## config.mk

```make
export PLATFORM = sky130hd
export DESIGN_NAME = reciprocal_pwl_pipe
export DESIGN_NICKNAME = d
export VERILOG_FILES = /design/src/rtl/pwl_pkg.sv /design/src/rtl/pwl_segment_eval.sv /design/src/rtl/reciprocal_pwl_pipe.sv
export SDC_FILE = /design/constraint.sdc
export NUM_CORES = 1
export LEC_CHECK = 0
export CORE_ASPECT_RATIO = 1.4
export CORE_MARGIN = 4
export CORE_UTILIZATION = 26
export DETAILED_ROUTE_END_ITERATION = 16
export SLEW_MARGIN = 20
export SYNTH_ARGS = -nofsm -noshare
export SYNTH_HDL_FRONTEND = slang
export SYNTH_SLANG_ARGS = --single-unit
```

## constraint.sdc

```tcl
create_clock -name clk -period 2.7 [get_ports clk]
set_input_delay 0.54 -clock clk [delete_from_list [all_inputs] [get_ports clk]]
set_output_delay 0.54 -clock clk [all_outputs]
set_load 0.01 [all_outputs]
```

## src/rtl/pwl_pkg.sv

```systemverilog
// Coefficient tables and pipeline constants shared by the
// piecewise-linear reciprocal datapath.
package pwl_pkg;

   localparam int PWL_LATENCY = 2;

   typedef struct packed {
      logic [7:0] c;
      logic [3:0] a;
      logic [3:0] b;
   } pwl_coef_t;

   // Entry 0 sits in the low bits; constants are at W=8 scale.
   localparam logic [1:0][7:0] PWL_C2 = {8'h90, 8'hCC};
   localparam logic [1:0][3:0] PWL_A2 = {4'd2, 4'd1};
   localparam logic [1:0][3:0] PWL_B2 = {4'd4, 4'd3};

   localparam logic [3:0][7:0] PWL_C4 =
      {8'h88, 8'h9C, 8'hC0, 8'hDE};
   localparam logic [3:0][3:0] PWL_A4 =
      {4'd2, 4'd2, 4'd1, 4'd1};
   localparam logic [3:0][3:0] PWL_B4 =
      {4'd5, 4'd3, 4'd4, 4'd2};

   function automatic pwl_coef_t pwl_coef(
      input int         nseg,
      input logic [1:0] s
   );
      pwl_coef_t r;
      if (nseg == 4) begin
         r.c = PWL_C4[s];
         r.a = PWL_A4[s];
         r.b = PWL_B4[s];
      end else begin
         r.c = PWL_C2[s[0]];
         r.a = PWL_A2[s[0]];
         r.b = PWL_B2[s[0]];
      end
      return r;
   endfunction

endpackage

```

## src/rtl/pwl_segment_eval.sv

```systemverilog
// Combinational segment evaluation: y = C - (x>>A) - (x>>B),
// clamped at zero.
module pwl_segment_eval
   import pwl_pkg::*;
#(
   parameter int MANT_WIDTH = 8,
   parameter int NSEG       = 2
) (
   input  logic [MANT_WIDTH-1:0] x_i,
   input  logic [1:0]            s_i,
   output logic [MANT_WIDTH-1:0] y_o
);

   localparam int W = MANT_WIDTH;

   pwl_coef_t          coef;
   logic [W:0]         c_ext;
   logic signed [W:0]  diff;

   always_comb begin
      coef  = pwl_coef(NSEG, s_i);
      // Table constants are 8-bit; scale them to the mantissa width.
      c_ext = (W+1)'({1'b0, coef.c}) << (W - 8);
      diff  = $signed(c_ext)
            - $signed({1'b0, x_i >> coef.a})
            - $signed({1'b0, x_i >> coef.b});
      y_o   = diff[W] ? '0 : diff[W-1:0];
   end

endmodule

```

## src/rtl/reciprocal_pwl_pipe.sv

```systemverilog
// Two-stage pipelined PWL reciprocal of a normalised Q1.(W-1)
// mantissa, valid/ready on both sides.
module reciprocal_pwl_pipe
   import pwl_pkg::*;
#(
   parameter int MANT_WIDTH = 8,
   parameter int NSEG       = 2
) (
   input  logic                  clk,
   input  logic                  rst_n,
   input  logic                  in_valid,
   output logic                  in_ready,
   input  logic [MANT_WIDTH-1:0] in_data,
   output logic                  out_valid,
   input  logic                  out_ready,
   output logic [MANT_WIDTH-1:0] out_data,
   output logic                  out_err
);

   localparam int W = MANT_WIDTH;

   logic         v1_q, v2_q;
   logic         e1_q, e2_q;
   logic [W-1:0] x1_q, y2_q;
   logic [1:0]   s1_q;
   logic [1:0]   s_d;
   logic         e_d;
   logic [W-1:0] y_seg, y_d;
   logic         adv1, adv2;

   assign adv2     = !v2_q || out_ready;
   assign adv1     = !v1_q || adv2;
   assign in_ready = adv1;

   always_comb begin
      if (NSEG == 4) s_d = in_data[W-2 -: 2];
      else           s_d = {1'b0, in_data[W-2]};
      e_d = !in_data[W-1];
   end

   pwl_segment_eval #(
      .MANT_WIDTH (W),
      .NSEG       (NSEG)
   ) u_eval (
      .x_i (x1_q),
      .s_i (s1_q),
      .y_o (y_seg)
   );

   // Non-normalised inputs flow through in order with a zero result.
   assign y_d = e1_q ? '0 : y_seg;

   always_ff @(posedge clk or negedge rst_n) begin
      if (!rst_n) begin
         v1_q <= 1'b0;
         e1_q <= 1'b0;
         x1_q <= '0;
         s1_q <= '0;
      end else if (adv1) begin
         v1_q <= in_valid;
         if (in_valid) begin
            e1_q <= e_d;
            x1_q <= in_data;
            s1_q <= s_d;
         end
      end
   end

   always_ff @(posedge clk or negedge rst_n) begin
      if (!rst_n) begin
         v2_q <= 1'b0;
         e2_q <= 1'b0;
         y2_q <= '0;
      end else if (adv2) begin
         v2_q <= v1_q;
         if (v1_q) begin
            e2_q <= e1_q;
            y2_q <= y_d;
         end
      end
   end

   assign out_valid = v2_q;
   assign out_data  = y2_q;
   assign out_err   = e2_q;

endmodule

```

== Word-level counts from Yosys, hierarchy flattened ==
Index checks and enable logic that the tools add are counted.
Widths: inputs -> output; s select.
Word-level totals
  flip-flop bits (word level): 21
  bits of input ports: 12
  output and inout bits: 11
  word-level logic and storage cells: 27
Cells by class
  $add $sub $neg: 2
  $lt $le $gt $ge: 1
  shifts and indexed selects: 2
  mux-type cells: 8
  reductions and logical operators: 7
Operators by type and width (count)
  $mux 8: 3
  $shr 8x4->8: 2
  $sub 8x8->9: 1
  $sub 9x9->9: 1
  $mux 4: 2
  $mux 7: 1
  $reduce_and 2->1: 2
  $logic_not 1->1: 3
  $mux 3: 1
  $logic_or 1x1->1: 2
  $lt 1x2->1 const B: 1
  $mux 2: 1

== Longest topological paths before layout ==
Gate-level depths: netlist of the first run.
  depth in word-level cells: 7
  gate-level depth with buffers: 12
  gate-level depth less buffers: 11

== Modules after synthesis ==
Synthesis of the first run repeated with hierarchy kept, for this count alone.
Second synthesis, totals
  cells, all modules: 126
  area, all modules: 1442.6 µm²
Modules (own cells, without submodules)
  reciprocal_pwl_pipe: times used 1, cells each 54, area each 855.8 µm², seq. area each 500.5 µm²
  pwl_segment_eval: times used 1, cells each 72, area each 586.8 µm², seq. area each 0.0 µm²

== Worst setup path after synthesis of the first run ==
OpenSTA, ideal clock, no wires.
  kind: flip-flop to flip-flop
  start: register x1_q[6]
  end: register y2_q[7] (netlist: out_data[7])
  library setup time: 0.122 ns
  arrival time: 2.793 ns
  required time: 2.578 ns
  slack: -0.214 ns
  cell stages (with the launch flop): 11
  buffers on the path: 1
  clock period less this slack: 2.914 ns
  cell sequence: dfrtp_1 -> clkbuf_1 -> mux2_2 -> fa_1 -> inv_1 -> ha_1 -> nand2b_1 -> a21oi_1 -> o21a_1 -> or3_1 -> a32o_1
Between the ends
  cells in the longest elaborated chain, start to end: 5
  elaborated cells between the ends (all ways): 6
  those cells by class: add/sub: 2; shift: 2; mux: 2
Ends and longest elaborated chain
  start, declared: RTL line reciprocal_pwl_pipe.sv:24  | logic [W-1:0] x1_q, y2_q;
  start signal, assigned: RTL line reciprocal_pwl_pipe.sv:63  | x1_q <= in_data;
  $shr 8x4->8: RTL line pwl_segment_eval.sv:25  | - $signed({1'b0, x_i >> coef.a})
  $sub 8x8->9: RTL line pwl_segment_eval.sv:25
  $sub 9x9->9 (*): RTL line pwl_segment_eval.sv:26  | - $signed({1'b0, x_i >> coef.b});
  $mux 8 (*): RTL line pwl_segment_eval.sv:27  | y_o = diff[W] ? '0 : diff[W-1:0];
  $mux 8 (*): RTL line reciprocal_pwl_pipe.sv:51  | assign y_d = e1_q ? '0 : y_seg;
  end signal, assigned: RTL line reciprocal_pwl_pipe.sv:78  | y2_q <= y_d;
  end, declared: RTL line reciprocal_pwl_pipe.sv:24
Every way passes the cells marked *; elsewhere a longest branch is shown, timed or not.
A chain may end at the register's enable or synchronous reset.

== Final worst setup path of the first run ==
  start: register x1_q[6]
  end: register y2_q[6] (netlist: out_data[6])
Same word-level chain as after synthesis.

==> reports/results.ini, run 1 <==
[logic_synthesis]
ys.warnings.count=0
ys_top_cells_by_count=19 x dfrtp_1, 14 x inv_1, 11 x mux2_2
synth_cells=107
synth_top_cells_by_area=dfrtp_1 41%, mux2_2 11%, ha_1 9.6%, fa_1 6.8%, inv_1 4.5%
synthFlopType=dfrtp_1
syn_area_um2=1170
synthDominantCellAreaShare=0.406
synth.distinct_cells=30
async_reset_ff_frac=1.00
synth_edf_count=0
synth-seq-area-share=0.406
syn_area_per_cell_um2=10.9
ys_seq_elements=19
yosysMostFrequentCell=dfrtp_1
synth_area_leader_cell=dfrtp_1

[route]
drtPass1Iterations=3
wl_per_cell_um=12.0
vias=888
viasPerCell=4.35
drc_errors=0
routed_wl_um=2440
initialDrtViolationCount=9
final_antenna_net_count=0

[pwr]
power_density_nw_per_um2=801
peakVddDrop_uv=303
leakage_nw=0.748
finalPower_mw=1.34

[hold_path]
hold_path_class=reg2reg
hold_path.startpoint=v1_q

[global_route]
track_usage=0.0930
grt_max_degree=20
grt-ovfl-total=0
grt_pass1_vias=961
antenna_found_initial=0
grt_pass1_wl_um=4090

[setup_path]
worstPathRequired_ns=2.85
worstSetupStartpoint=x1_q[6]
critPathCaptureType=flip-flop
startpoint_type=flip-flop
path_class=reg2reg
cp_max_fo=8
arrival_ns=2.81
rr_startpoint=x1_q[6]

[sta]
max_freq_mhz=376
skew_ns=0.00132
period_share=0.985
rsz0062_at_grt=true
fin_hold_ws_ns=0.496
finalCriticalPeriod_ns=2.66
drv_slew=0
setup_viol=0
setup_slack_ns=0.0396
hold_viol=0

[status]
status=complete, no violations

[placement]
port_buffers=21
dp_cells=195
gp_congestion=0.760
pre_cts_ws_ns=-0.125
dp_hpwl_um=1840

[clock_tree]
cts_buffer_depth=2
cts_root_buf=clkbuf_8
htreeDepth=1
cts.sinks=19
cts-buffers-inserted=3
cts_tree=yes
path_clk_slew_ns=0.07
insertion_delay_ns=0.26
cts_hold_buf=0

[layout]
finalNonFillerCells=204
fin_util=0.389
diodes=0
nNetsFinal=170
syn2layout_area_growth_pct=42.9
fillerInstances=417
layout-drive-gt1-share=0.347

[floorplanning]
die_y_um=87.4
rows=28
core_area_um2=4310
io_pins=23
die_w_um=64.7
start_util=0.272
die_area_um2=5660

[flow_run]
cap_violations=0

[worst max-delay path, stage by stage (launching register included)]
cell	delay (ns)
dfrtp_2	0.47
mux2i_2	0.26
inv_1	0.09
fa_2	0.59
inv_2	0.05
ha_4	0.20
a21oi_2	0.13
nor2b_1	0.07
a311o_1	0.34
xor2_1	0.15
a22o_1	0.19
[routing by layer]
metal / part of all wire / up-vias / global-route usage
li1: - / 436 / -
met1: 0.43 / 432 / 0.104
met2: 0.53 / 15 / 0.170
met3: 0.030 / 5 / 0.0155
met4: 0.016 / 0 / 0.0404
met5: 0 / - / 0
[logic make-up (layout without fill, tap and decap cells)]
logic type / Yosys count / after routing / synth area share
compound gates: 20 / 20 / 0.134
xor+xnor: 2 / 2 / 0.0150
fa+ha+maj: 13 / 13 / 0.165
buf+inv: 16 / 52 / 0.0523
flops: 19 / 19 / 0.406
mux: 13 / 13 / 0.123
other cells: 1 / 2 / 0.00320
simple gates: 23 / 23 / 0.103
[sequential cells by signal, summed over array words and instances (netlist names)]
name / cells
out_data: 8
x1_q: 7
e1_q: 1
out_err: 1
out_valid: 1
v1_q: 1
[report_power, final]
| part | internal, mW | switching [mW] |
|---|---|---|
| sequential | 0.338 | 0.0398 |
| combinational | 0.433 | 0.326 |
| clock | 0.105 | 0.0994 |
| total | 0.876 | 0.465 |
[per-stage QoR]
stage / TNS [ns] / cell area, µm²
finish: 0 / 1670
global route: -0.104 / 1670
CTS: 0 / 1600
detailed placement: -0.193 / 1530
global placement: -0.0392 / 1530
floorplan: -0.00118 / 1210
[repair_timing]
item	in CTS	in global routing
endpoints found under the setup margin	2	3
pin swaps	1	6
gates resized for setup	3	12
buffers inserted	2	3
[cell type report]
type	instances	area [µm²]	share of cell area
inverter	14	52.6	0.0314
sequential	19	477	0.285
clock buffer	4	45.0	0.0269
timing repair buffer	34	312	0.186
multi-input combinational	73	713	0.426
tap	60	75.1	0.0448
[worst paths after layout]
path	to	slack, ns	depth (start not counted)
worst min-delay path	out_valid	0.50	1
worst min register to register	out_valid	0.50	1
max in group asynchronous	x1_q[6]	1.88	2
worst max register to register	out_data[6]	0.04	10
worst max-delay path	out_data[6]	0.04	10
min in group asynchronous	x1_q[5]	0.60	2
[placed cells by master, fill, tap and decap left out, drive strengths merged]
cell type / instances
a211oi: 1
a21o: 1
a21oi: 5
a22o: 6
a311o: 1
a31oi: 1
a32o: 2
and2: 1
buf: 13
clkbuf: 4
clkdlybuf4s50: 21
conb: 2
dfrtp: 19
fa: 4
ha: 9
inv: 14
mux2: 11
mux2i: 2
nand2: 5
nand2b: 5
nor2: 4
nor2b: 4
nor3: 1
o21a: 1
o21ai: 2
or2: 2
or3: 1
xnor2: 1
xor2: 1
Note: power is estimated with default switching activity, not from simulation.
==> run 2: changes to the inputs <==
Settings changed: CORE_MARGIN 4 to 10, DONT_BUFFER_PORTS set to 1.
==> run 2 against run 1 <==
Effect of this change:
- combinational power shrank 9.0%
- setup slack lost 0.029 ns
- clock skew is essentially flat
- via count shrank 6.4%
- hold slack lost 0.13 ns
- global-route usage shrank 2.6 points
- critical path type unchanged
- critical endpoint is now out_data[7]
- largest power group unchanged
- highest routed layer unchanged
==> reports/results.ini, run 2 (same netlist as run 1, synthesis figures left out) <==
[setup_path]
worstPathRequired_ns=2.86  ; about the same
critPathCaptureType=flip-flop
crit_slowest_cell=fa_1
rrSetupSlack_ns=0.01  ; -0.03 ns
slowest_delay_ns=0.52  ; -0.07 ns
worstSetupStartpoint=x1_q[6]
cp_cell_sequence=buf_6 -> mux2_4 -> fa_1 -> inv_2 -> ha_4 -> nand2b_4 -> a21oi_2 -> o21a_1 -> or3_1 -> a32o_1
arrival_ns=2.85  ; +0.04 ns
path_delay_family=adder cells
path_class=reg2reg
critPathBufInv=2  ; unchanged
cp_max_fo=8  ; unchanged
rr_startpoint=x1_q[6]
startpoint_type=flip-flop

[sta]
max_freq_mhz=372  ; -1.1%
rsz0062_at_grt=true
skew_ns=0.00124  ; -0.0000766 ns
drv_slew=0  ; unchanged
hold_viol=0  ; unchanged
period_share=0.996  ; +0.0107
slew_headroom=0.383
setup_viol=0  ; unchanged
finalCriticalPeriod_ns=2.69  ; +0.0290 ns
tightest_slew_ns=0.923

[global_route]
track_usage=0.0666  ; -0.0264
grt_max_degree=20  ; unchanged
grt-ovfl-total=0  ; unchanged
antenna_found_initial=0  ; unchanged
grt_pass1_wl_um=4040  ; -1.2%
grt_pass1_vias=865  ; -10%

[route]
drtPass1Iterations=4  ; +1
wl_per_cell_um=14.4  ; +20%
vias=831  ; -6.4%
drc_errors=0  ; unchanged
final_antenna_net_count=0  ; unchanged
initialDrtViolationCount=30  ; +21
routed_wl_um=2650  ; +8.5%
viasPerCell=4.52  ; +3.8%

[layout]
layout.cells.most_common_list=18 x dfrtp_1, 12 x inv_1, 11 x buf_4
nNetsFinal=150  ; -12%
layout-drive-gt1-share=0.403  ; +0.0560
fin_util=0.346  ; -0.0427
diodes=0  ; unchanged
syn2layout_area_growth_pct=27.2
largest_reg_flops=8  ; unchanged
stdcell_area_um2=1490  ; -11%
fillerInstances=436  ; +4.6%
final_common_cell=dfrtp_1

[floorplanning]
die_w_um=76.7  ; +19%
start_util=0.272  ; unchanged
rows=28  ; unchanged
core_area_um2=4310  ; unchanged
die_area_um2=7630  ; +35%
io_pins=23  ; unchanged
die_y_um=99.4  ; +14%

[clock_tree]
path_clk_slew_ns=0.08  ; about the same
cts_buffer_depth=2  ; unchanged
insertion_delay_ns=0.26  ; about the same
cts_tree=yes
cts.sinks=19  ; unchanged
cts_root_buf=clkbuf_8
cts-buffers-inserted=3  ; unchanged
htreeDepth=1  ; unchanged

[hold_path]
hold_path.startpoint=in_valid
hold_path_class=in2reg

[pwr]
leakage_nw=0.690  ; -7.8%
power_density_nw_per_um2=876  ; +9.4%
peakVddDrop_uv=290  ; -4.2%

[status]
status=complete, no violations

[placement]
gp_congestion=0.743  ; -2.3%
dp_hpwl_um=1970  ; +7.1%
dpl_cell_area_um2=1320  ; -14%
port_buffers=0  ; -100%

[flow_run]
cap_violations=0  ; unchanged

## run 2: changes by cell type in the layout (fill, tap and decap cells not counted), sizes merged
cell	before	now
clkdlybuf4s50	21	0
clkbuf	4	3
clkinv	0	1
dlygate4sd3	0	1
## run 2: per-layer routing
| layer | GRT usage | wire (µm) |
|---|---|---|
| met5 | 0 | 0 |
| met4 | 0.0387 | 51 |
| met3 | 0.0324 | 220 |
| met2 | 0.112 | 1340 |
| met1 | 0.0654 | 1040 |
## run 2: per-stage QoR
stage	worst slack [ns]	power (mW)	setup TNS, ns	instances	hold WS, ns
6_report	0.0105	1.31	0	184	0.366
5_1_grt	-0.0463	1.41	-0.0782	184	0.358
4_1_cts	0.0103	1.17	0	179	0.361
3_5_place_dp	-0.0942	0.940	-0.154	173	0.245
3_3_place_gp	-0.0217	0.920	-0.0345	173	0.245
2_1_floorplan	-0.00118	0.804	-0.00118	108	0.244
## run 2: path summary, 6_finish.rpt
kind                       cells after the start          end
hold reg to reg                                1    out_valid
min in group asynchronous                      1      x1_q[5]
hold / removal                                 1         e1_q
max in group asynchronous                      1      x1_q[6]
setup / recovery                              10  out_data[7]
setup reg to reg                              10  out_data[7]
## run 2: power breakdown
part           internal (mW)  leakage, nW  switching [mW]  total (mW)
logic                  0.385        0.431           0.306       0.691
registers              0.339        0.233          0.0683       0.407
clock network          0.103       0.0255           0.105       0.208
## run 2: what timing repair did
item,in CTS,in global routing
setup buffers,1,5
hold endpoints to repair,19,0
cloned,0,0
resized for setup,3,15
endpoints found under the setup margin,2,3
pin swaps,1,5
hold buffers,1,0
## run 2: layout make-up
class / instances / area, µm² / area share
Sequential cell: 19 / 477 / 0.320
Multi-Input combinational cell: 73 / 724 / 0.486
Timing Repair Buffer: 14 / 115 / 0.0772
Clock buffer: 3 / 41.3 / 0.0277
Tap cell: 60 / 75.1 / 0.0504
Clock inverter: 1 / 5.00 / 0.00336
Inverter: 14 / 52.6 / 0.0353
==> RTL change 1, RTL diff (flow settings as in run 2) <==
Make the reset (`rst_n`) synchronous in 2 clocked blocks.
--- a/src/rtl/reciprocal_pwl_pipe.sv
+++ b/src/rtl/reciprocal_pwl_pipe.sv
@@ -52,3 +52,3 @@
 
-   always_ff @(posedge clk or negedge rst_n) begin
+   always_ff @(posedge clk) begin
       if (!rst_n) begin
@@ -68,3 +68,3 @@
 
-   always_ff @(posedge clk or negedge rst_n) begin
+   always_ff @(posedge clk) begin
       if (!rst_n) begin
Check against the original RTL: differs if rst_n is asserted again (counterexample within 4 cycles, from zero or initial values and one cycle with rst_n low); with rst_n held inactive, the same outputs for 10 cycles.
==> RTL change 1 against run 2 <==
- via count is 7.5% higher
- utilization is 4.2 points lower
- first-iteration DRC count is 17% lower
- sequential cell count stayed put
- die area hardly changed
- design area is 13% lower
- setup slack better by 190 ps
- wire length is 8.5% lower
- synthesized area is 0.11% lower
- critical path type unchanged
- critical endpoint is now out_data[7]$_SDFFE_PN0P_
Power is not compared: it rests on default switching activity, and its combinational part moved more than twofold at a synthesized area within 25%.
==> RTL change 1: results (changes against run 2) <==
| Metric | Value |
|---|---|
| Run status | `completed` |
| Initial DRC Count | `25 (-17%)` |
| Met2 Use GR | `12.30% (+1.1 points)` |
| HP Start | `rst_n` |
| Critical path peak fanout | `9 (+1)` |
| Final Wtd Congestion | `0.7558 (+1.7%)` |
| DRT Pass-1 Iters | `2 (-2)` |
| Launching point of the worst reg2reg path | `x1_q[6]$_SDFFE_PN0P_` |
| Via-per-instance ratio | `4.533 (+0.37%)` |
| WL/cell | `12.29 um (-15%)` |
| Routed wl met2 | `1.284 mm (-4.0%)` |
| Fillers | `500 (+15%)` |
| GR Layer Usage met3 | `2.342% (-0.90 points)` |
| Worst Path Arrival | `2640 ps (-210 ps)` |
| End of the critical path | `out_data[7]$_SDFFE_PN0P_` |
| First-pass GRT wire length | `4.209 mm (+4.1%)` |
| Max incr delay on CP | `540 ps (+20 ps)` |
| Xor/xnor cell area share of the yosys netlist | `2.246% (+0.75 points)` |
| Post-synthesis sequential area ratio | `32.51% (-8.1 points)` |
| DP HPWL | `1.950 mm (-1.1%)` |
| Share of flip-flops with an asynchronous set or reset | `0% (-100 points)` |
| Met1 Use GR | `6.485% (-0.055 points)` |
| Post-synth cell types | `32 (+6.7%)` |
| Worst reg2reg setup slack | `200 ps (+190 ps)` |
| Post-synth top cells | `dfxtp_1, inv_1, nand2_1` |
| NumNets Final | `163 (+8.7%)` |
| Largest net degree at the start of global routing | `21 (+5.0%)` |
| Post-DP Area | `0.001249 mm^2 (-5.1%)` |
| Final WL | `2.422 mm (-8.5%)` |
| Routed length on met3 | `163 um (-26%)` |
| Metal-1 WL | `935 um (-9.7%)` |
-- RTL change 1: cell count changes after synthesis, moves of 5 or more --
cell      delta
nand2_1      +8
dfrtp_1     -19
dfxtp_1     +19
mux2_2       -8
nand3_1     +10
clkbuf_1     +5
a21boi_0     +8
-- RTL change 1: layout make-up --
| type | count | area, um^2 | share of cell area [%] |
|---|---|---|---|
| inverter | 14 | 52.55 | 4.042 |
| clock buffer | 4 | 45.04 | 3.465 |
| timing repair buffer | 3 | 22.52 | 1.732 |
| sequential | 19 | 384.1 | 29.55 |
| multi-input combinational | 97 | 720.7 | 55.44 |
| tap | 60 | 75.07 | 5.775 |
-- RTL change 1: what timing repair did --
item,4_1_cts,5_1_grt
setup endpoints to repair,1,1
cloned,0,0
resized for setup,1,2
-- RTL change 1: cells by family after synthesis --
group                      after synthesis
buffers and inverters                   20
xor gates and xnor gates                 3
and+or+nand+nor                         40
DFF                                     19
muxes                                    5
adders and majority gates               13
other                                    1
AOI/OAI and AO/OA                       34
==> RTL change 2, RTL diff (settings of run 2) <==
Without the edit above. `MANT_WIDTH` is set to 8 in 2 places; all go to 10.
--- a/src/rtl/pwl_segment_eval.sv
+++ b/src/rtl/pwl_segment_eval.sv
@@ -5,3 +5,3 @@
 #(
-   parameter int MANT_WIDTH = 8,
+   parameter int MANT_WIDTH = 10,
    parameter int NSEG       = 2
--- a/src/rtl/reciprocal_pwl_pipe.sv
+++ b/src/rtl/reciprocal_pwl_pipe.sv
@@ -5,3 +5,3 @@
 #(
-   parameter int MANT_WIDTH = 8,
+   parameter int MANT_WIDTH = 10,
    parameter int NSEG       = 2
Interface: changed (resized in_data and out_data); port bits go from 23 to 27. No check against the original RTL was run, so the function may have changed too.
==> RTL change 2 against run 2 <==
- setup slack improved by 64 ps
- design area up 16%
- synthesized area increased by 31%
- critical path type unchanged
- total power grew 13%
- clock skew grew 1.6 ps
- sequential share of layout area increased by 1.3 points
- clock power increased by 6%
- sequential cell count increased by 4
- wire length grew 10%
==> RTL change 2: results (changes against run 2) <==
| Metric | Value |
|---|---|
| Final Wtd Congestion | `0.7680 (+3.4%)` |
| Post-synth top cells | `dfrtp_1, inv_1, nand2_1` |
| DRT Pass-1 Iters | `3 (-1)` |
| Adder-Cell Fraction of Synth Area | `15.85% (-0.60 points)` |
| Worst min-delay path class | `primary input to asynchronous set/reset pin` |
| Run status | `completed` |
| Max reg flops | `10 (+2)` |
| Post-CTS Setup Bufs | `0 (-1)` |
| Initial DRC Count | `38 (+27%)` |
| Post-synthesis sequential area ratio | `37.58% (-3.0 points)` |
| Fraction of final layout cells sized beyond drive strength 1 | `28.76% (-12 points)` |
| Xor/xnor cell area share of the yosys netlist | `4.003% (+2.5 points)` |
| Post-synth cell types | `34 (+13%)` |
| Largest cells by area after synthesis | `dfrtp_1, ha_1, mux2_2` |
| DP HPWL | `2.417 mm (+23%)` |
| First-pass GRT wire length | `4.816 mm (+19%)` |
| Max VDD drop | `0.2497 mV (-14%)` |
| Number of global-route vias before repair | `994 (+15%)` |
| Crit path launch | `x1_q[8]$_DFFE_PN0P_` |
| Mux share of post-synthesis cell area | `12.25% (-0.031 points)` |
| Complex-gate fraction of the synthesized area | `14.05% (+0.70 points)` |
| Largest net degree at the start of global routing | `24 (+20%)` |
| Worst Clk Skew | `2.833 ps (+1.588 ps)` |
| Routed via count | `1006 (+21%)` |
| Gr usage total | `6.302% (-0.36 points)` |
| Worst Path Arrival | `2810 ps (-40 ps)` |
| Post-DP Area | `0.001663 mm^2 (+26%)` |
## RTL change 2: cell types whose count changed after synthesis, moves of 3 or more
cell / change
a21oi_1: +3
a22o_2: -4
dfrtp_1: +4
ha_1: +4
mux2_2: +3
nand2_1: +10
nand3_1: +3
nor2b_1: -3
o31ai_2: +8
xor2_1: +4
## RTL change 2: timing repair
action,CTS,global route
resized for setup,2,2
endpoints found under the hold margin,23,0
gates cloned,0,0
hold buffers,1,0
endpoints found under the setup margin,3,3
pin swaps,0,3
## RTL change 2: path summary, 6_finish.rpt
check / to / slack (ps) / depth (start not counted)
hold reg to reg: x1_q[1]$_DFFE_PN0P_ / 520 / 1
hold / removal: out_data[0]$_DFFE_PN0P_ / 220 / 1
setup / recovery: out_data[7]$_DFFE_PN0P_ / 70 / 11
min in group clk: e1_q$_DFFE_PN0P_ / 360 / 1
setup reg to reg: out_data[7]$_DFFE_PN0P_ / 70 / 11
max in group asynchronous: x1_q[8]$_DFFE_PN0P_ / 2120 / 1
## RTL change 2: worst max-delay path: stages (launching register included)
cell      delay, ps
dfrtp_2         430
mux2_2          350
ha_1            280
inv_1            60
ha_1            160
inv_1            60
fa_2            340
nand2b_1        160
a21oi_2         220
a31oi_1         130
xor2_1          170
o31ai_2         170
## RTL change 2: area by class of cell
| cell class | instances | area, um^2 |
|---|---|---|
| Multi-Input combinational cell | 103 | 907.1 |
| Fill cell | 614 | 4050 |
| Sequential cell | 23 | 576.8 |
| Timing Repair Buffer | 7 | 50.05 |
| Clock buffer | 3 | 41.29 |
| Tap cell | 70 | 87.58 |
| Inverter | 16 | 60.06 |
| Clock inverter | 1 | 7.507 |
## RTL change 2: cell families after synthesis
family / count (synthesis)
XOR/XNOR: 7
AND/OR/NAND/NOR: 34
flip-flops: 23
buffers and inverters: 19
other: 1
multiplexers: 17
adder cells (fa/ha/maj): 17
AO/OA/AOI/OAI: 26
## RTL change 2: metal layers
layer | up-vias | GRT usage [%] | share of wire [%]
li1 | 513 | - | -
met1 | 461 | 5.782 | 37
met2 | 25 | 10.35 | 48
met3 | 7 | 4.118 | 12
met4 | 0 | 3.304 | 2.5
met5 | - | 0 | 0
## RTL change 2: through the flow
step,std cells,hold slack [ps],setup WS (ps),utilization (%),power (W)
after global routing,223,252.2,-36.44,29.94,0.001617
after detailed placement,218,245.2,-22.33,28.77,0.001235
after global placement,218,245.3,33.23,28.77,0.001220
after floorplan,145,244.4,-16.77,-,0.001077
after CTS,223,356.8,33.03,29.91,0.001485
final,223,219.4,74.08,29.94,0.001480
## RTL change 2: power breakdown
| part | switching [W] | total (W) | internal [W] |
|---|---|---|---|
| registers | 0.0000740 | 0.000485 | 0.000411 |
| clock network | 0.000116 | 0.000221 | 0.000105 |
| logic | 0.000417 | 0.000774 | 0.000357 |
| total | 0.000607 | 0.00148 | 0.000872 |
